File: src/rtl/instr_sequencer.sv
// Instruction issuer for the control unit: buffers loader words in a FIFO and steps each instruction through count 00..11.
// Latency: run seen in IDLE at cycle N -> FETCH at N+1, count 00..11 on N+2..N+5, next FETCH or done at N+6; LDI adds FETCH_IMM.
// Backpressure: wr_ready = !full, so the loader stalls while the FIFO is full. Macro ILLEGAL_SKIP_EN makes the sequencer skip opcodes 011/110 and pulse illegal.

// Small synchronous FIFO; pointers wrap modulo DEPTH, occupancy is exposed as cnt.
module seq_fifo #(
   parameter int DEPTH = 4,
   parameter int W     = 9
) (
   input  logic                     clock,
   input  logic                     resetn,
   input  logic                     in_vld,
   output logic                     in_rdy,
   input  logic [W-1:0]             in_dat,
   input  logic                     out_pop,
   output logic [W-1:0]             out_dat,
   output logic [$clog2(DEPTH):0]   cnt
);
   localparam int PW = $clog2(DEPTH);
   localparam logic [PW:0] FULL_CNT = (PW+1)'(DEPTH);

   logic [W-1:0]  mem [DEPTH];
   logic [PW-1:0] wr_ptr;
   logic [PW-1:0] rd_ptr;
   logic          push;

   assign in_rdy  = (cnt != FULL_CNT);
   assign push    = in_vld && in_rdy;
   assign out_dat = mem[rd_ptr];

   // Pointer and occupancy tracking; simultaneous push and pop leave cnt unchanged.
   always_ff @(posedge clock or negedge resetn) begin
      if (!resetn) begin
         wr_ptr <= '0;
         rd_ptr <= '0;
         cnt    <= '0;
      end else begin
         if (push)    wr_ptr <= wr_ptr + PW'(1);
         if (out_pop) rd_ptr <= rd_ptr + PW'(1);
         case ({push, out_pop})
            2'b10:   cnt <= cnt + (PW+1)'(1);
            2'b01:   cnt <= cnt - (PW+1)'(1);
            default: cnt <= cnt;
         endcase
      end
   end

   // Storage array; contents need no reset because the pointers gate visibility.
   always_ff @(posedge clock) begin
      if (push) mem[wr_ptr] <= in_dat;
   end
endmodule

module instr_sequencer #(
   parameter int DEPTH = 4,
   parameter int IW    = 9
) (
   input  logic          clock,
   input  logic          resetn,
   input  logic [IW-1:0] wr_data,
   input  logic          wr_valid,
   output logic          wr_ready,
   input  logic          run,
   output logic [IW-1:0] instr,
   output logic [1:0]    count,
   output logic [IW-1:0] imm,
   output logic          busy,
   output logic          done,
   output logic          empty,
   output logic          full,
   output logic          illegal
);
   localparam int PW = $clog2(DEPTH);

   typedef enum logic [1:0] {IDLE, FETCH, FETCH_IMM, EXEC} state_t;

   state_t        state_q;
   state_t        state_d;
   logic [1:0]    step_q;
   logic [IW-1:0] head;
   logic [PW:0]   cnt;
   logic          fifo_rdy;
   logic          pop;
   logic          is_ldi;
   logic          is_bad;
   logic          more;
   logic          skip_idle;
   logic          exec_last;

   seq_fifo #(.DEPTH(DEPTH), .W(IW)) u_fifo (
      .clock   (clock),
      .resetn  (resetn),
      .in_vld  (wr_valid),
      .in_rdy  (fifo_rdy),
      .in_dat  (wr_data),
      .out_pop (pop),
      .out_dat (head),
      .cnt     (cnt)
   );

   assign wr_ready  = fifo_rdy;
   assign full      = !fifo_rdy;
   assign empty     = (cnt == '0);
   assign is_ldi    = (head[IW-1:IW-3] == 3'b101);
   assign exec_last = (state_q == EXEC) && (step_q == 2'b11);

`ifdef ILLEGAL_SKIP_EN
   logic illegal_q;
   logic skip_idle_q;

   assign is_bad    = (head[IW-1:IW-3] == 3'b011) || (head[IW-1:IW-3] == 3'b110);
   // A skipped word leaves data for another FETCH only if it was not the last one or a push lands now.
   assign more      = (cnt > (PW+1)'(1)) || (wr_valid && fifo_rdy);
   assign illegal   = illegal_q;
   assign skip_idle = skip_idle_q;

   // Flag a skipped opcode; when the skip ends the run, done follows one cycle after illegal.
   always_ff @(posedge clock or negedge resetn) begin
      if (!resetn) begin
         illegal_q   <= 1'b0;
         skip_idle_q <= 1'b0;
      end else begin
         illegal_q   <= (state_q == FETCH) && is_bad;
         skip_idle_q <= (state_q == FETCH) && is_bad && !(run && more);
      end
   end
`else
   assign is_bad    = 1'b0;
   assign more      = 1'b0;
   assign illegal   = 1'b0;
   assign skip_idle = 1'b0;
`endif

   // State register.
   always_ff @(posedge clock or negedge resetn) begin
      if (!resetn) state_q <= IDLE;
      else         state_q <= state_d;
   end

   // Next-state logic.
   always_comb begin
      state_d = state_q;
      unique case (state_q)
         IDLE:      if (run && !empty) state_d = FETCH;
         FETCH: begin
            if (is_bad)      state_d = (run && more) ? FETCH : IDLE;
            else if (is_ldi) state_d = FETCH_IMM;
            else             state_d = EXEC;
         end
         FETCH_IMM: if (!empty) state_d = EXEC;
         EXEC:      if (step_q == 2'b11) state_d = (run && !empty) ? FETCH : IDLE;
      endcase
   end

   // Outputs decoded from state; count reads 00 outside EXEC.
   always_comb begin
      busy  = (state_q != IDLE);
      count = (state_q == EXEC) ? step_q : 2'b00;
      pop   = (state_q == FETCH) || ((state_q == FETCH_IMM) && !empty);
   end

   // Datapath: latch instruction/immediate on pop, run the step counter, pulse done on return to IDLE.
   always_ff @(posedge clock or negedge resetn) begin
      if (!resetn) begin
         instr  <= '0;
         imm    <= '0;
         step_q <= 2'b00;
         done   <= 1'b0;
      end else begin
         if ((state_q == FETCH) && !is_bad)      instr <= head;
         if ((state_q == FETCH_IMM) && !empty)   imm   <= head;
         step_q <= (state_q == EXEC) ? step_q + 2'b01 : 2'b00;
         done   <= (exec_last && !(run && !empty)) || skip_idle;
      end
   end
endmodule

File: config.mk
export PLATFORM = sky130hd
export DESIGN_NAME = instr_sequencer
export DESIGN_NICKNAME = d
export VERILOG_FILES = /design/src/rtl/instr_sequencer.sv
export SDC_FILE = /design/constraint.sdc
export NUM_CORES = 1
export LEC_CHECK = 0
export CORE_MARGIN = 2
export CORE_UTILIZATION = 48
export DETAILED_ROUTE_END_ITERATION = 7
export GPL_ROUTABILITY_DRIVEN = 0
export PLACE_DENSITY = 0.7
export SLEW_MARGIN = 30
export SYNTH_ARGS = -nofsm -noshare
export SYNTH_HDL_FRONTEND = slang
export SYNTH_SLANG_ARGS = --single-unit
File: constraint.sdc
create_clock -name clock -period 2.28 [get_ports clock]
set_input_delay 0.57 -clock clock [delete_from_list [all_inputs] [get_ports clock]]
set_output_delay 0.57 -clock clock [all_outputs]
set_load 0.02 [all_outputs]
==> flow_summary.ini <==
[status]
status = finished, final reports clean

[sta]
drv_slew = 0
fmax_mhz = 462
final-hold-violation-count = 0
grt_setup_unrepaired = no
fin_crit_sh = 0.949
finalClockSkew_ns = 0.00737
period_needed_ns = 2.16
setup_viol = 0
slew_headroom = 0.655
worst_pin_slew_ns = 0.518

[min_path]
hp-class = flip-flop to flip-flop
min_path_cells = 1
hold_path_startpoint = step_q[0]

[floorplan]
io-pin-count = 39
core_area_um2 = 5510
start_util = 0.498
die_area_um2 = 6340
die_h_um = 79.6
die_w_um = 79.6
rows = 27

[clock_tree]
clkTransAtPathRegs_ns = 0.07
numClockSinks = 66
cts_max_path_buffers = 2
clock-root-buffer = clkbuf_8
cts_tree = yes
htree_num_levels = 3
clk_latency_ns = 0.33
cts_buffers = 9

[final_layout]
antenna_cells = 0
post_layout_nonfiller_instances = 284
design_area_um2 = 3410
syn_to_final_growth_pct = 24.2
utilization = 0.619
fin_nets = 231
drive_above_1_share = 0.264

[setup_path]
worst-path-stages = 3
start_kind = flip-flop
slowest_stage = clkdlybuf4s50_1
rr_worst_depth = 7
crit_buf_inv = 2
crit_family = buffers and inverters
worstPathArrival_ns = 1.59
worstPathCellList = inv_1 > nand3_2 > clkdlybuf4s50_1
r2r-start = u_fifo.cnt[0]
timing.rr.end = u_fifo.cnt[1]
cp.required_ns = 1.71
cp_max_fo = 7
cpPeakStageDelay_ns = 0.57
crit_path_end_kind = output pin
critical_path_class = flip-flop to output pin
crit_start = u_fifo.cnt[0]
rrSetupSlack_ns = 0.19
cp-endpoint = wr_ready

[global_routing]
grt_pass1_vias = 1475
overflow = 0
antenna_found_initial = 0
grt_pass1_wl_mm = 7.53
grt_max_degree = 31
grt_usage = 0.165

[routing]
dr.pass1.iters = 4
top_layer = met4
drtIter0Drc = 51
wl_met3_um = 233
wl_met2_mm = 2.37
drc = 0
ant_nets = 0
wl_mm = 4.69
wl_met1_mm = 2.01
routedWlPerCell_um = 16.5
vias = 1439
avgViaCountPerCell = 5.07

[synth]
synthDistinctLibCells = 30
ys_ff_latch = 66
ys_warn_count = 0
async_reset_ff_frac = 0.455
synth_seq_area_share = 0.668
netlist_area_um2 = 2740
synth_edf_count = 36
syn_nets = 181
synthFlopType = edfxtp_1
syn_inst = 157
avgSynthCellArea_um2 = 17.5

[pwr]
vdd_drop_max_uv = 734
p_total_mw = 5.00
p_leak_nw = 1.39
p_per_area_nw_per_um2 = 1470

[placed_design]
io_buffers = 37
place.detailed.hpwl_mm = 3.31
post_dp_cell_area_um2 = 3210
dp_cells = 267

[job]
cap_violations = 0
==> metal layers <==
| layer | up-vias | global-route usage |
|---|---|---|
| li1 | 671 | - |
| met1 | 719 | 0.217 |
| met2 | 39 | 0.258 |
| met3 | 10 | 0.0520 |
| met4 | 0 | 0.0621 |
| met5 | - | 0 |
==> synthesized netlist by cell type (2+ instances only) <==
master	instances	area share
mux2_2	10	0.041
dfrtp_1	30	0.27
nand2_1	3	0.0041
and3_1	4	0.0091
nor2b_1	2	0.0046
inv_1	12	0.016
and2_1	4	0.0091
mux2_4	9	0.049
edfxtp_1	36	0.39
o21ai_0	3	0.0055
mux4_2	9	0.074
ha_1	10	0.046
buf_2	2	0.0036
buf_6	2	0.0082
xor2_1	3	0.0096
xnor2_1	3	0.0096
nor2_1	2	0.0027
==> cells by family after synthesis <==
kind of cell               Yosys count  share of synthesized area
and+or+nand+nor                     20                     0.0433
muxes                               28                      0.164
xor gates and xnor gates             6                     0.0192
DFF                                 66                      0.668
buffers and inverters               17                     0.0310
adders and majority gates           11                     0.0529
other                                1                    0.00137
AOI/OAI and AO/OA                    8                     0.0205
==> state kept, by name, indices dropped and copies added, names as in the netlist <==
signal         cells
u_fifo.mem        36
imm                9
instr              9
u_fifo.cnt         3
state_q            2
step_q             2
u_fifo.rd_ptr      2
u_fifo.wr_ptr      2
done               1
==> power breakdown <==
group	switching [mW]	total [mW]	internal, mW
Clock	0.424	0.919	0.495
Combinational	0.996	2.14	1.14
Sequential	0.256	1.94	1.69
==> worst reg2reg max path, stage by stage, from the launching register on <==
cell and delay (ns):
dfrtp_1 0.41, or3_4 0.39, and2_4 0.17, or2_4 0.24, ha_2 0.18, inv_1 0.06
fa_1 0.40, o21ai_0 0.16
==> layout make-up <==
cell class                 instances  area, um2
clock buffer                      10        128
inverter                          12       45.0
tap                               72       90.1
timing repair buffer              44        417
clock inverter                     6       57.6
fill                             426       2100
multi-input combinational         74        840
sequential                        66       1830
==> timing repair <==
action                     CTS  global route
setup endpoints to repair    5             2
pin swaps                    0             0
hold buffers                 0             0
gates resized for setup      6             3
setup buffers                0             1
hold endpoints to repair     0             0
==> worst min-delay path by stage <==
stage,end,slack [ns]
final,step_q[0],0.47
after global routing,step_q[0],0.50
after CTS,step_q[0],0.48
after detailed placement,step_q[0],0.47
after global placement,step_q[0],0.44
after floorplan,done,0.27
==> placed cells by master (no fill, tap or decap), types with 2 or more instances in the layout <==
cell type        netlist  routed
clkinvlp_4             0       2
nand2_1                3       3
o21ai_0                3       3
ha_1                  10       8
clkinv_1               0       2
xor2_1                 3       3
buf_4                  1       7
ha_2                   0       2
xnor2_1                3       3
clkdlybuf4s50_1        0      32
nor2_1                 2       2
and3_1                 4       4
mux2_4                 9       9
nor2b_1                2       2
dlygate4sd2_1          0       5
edfxtp_1              36      36
mux4_2                 9       9
mux2_2                10      10
dfrtp_1               30      30
and2_1                 4       4
inv_1                 12      12
clkbuf_8               0       9
==> stage by stage <==
step / hold WS [ns] / setup WS [ns] / TNS, ns
2_1_floorplan: 0.274 / 0.147 / 0
3_3_place_gp: 0.438 / 0.0343 / 0
3_5_place_dp: 0.468 / -0.0135 / -0.0135
4_1_cts: 0.480 / 0.00735 / 0
5_1_grt: 0.503 / 0.00208 / 0
6_report: 0.468 / 0.116 / 0
No activity file was read; power rests on OpenSTA's default activity.
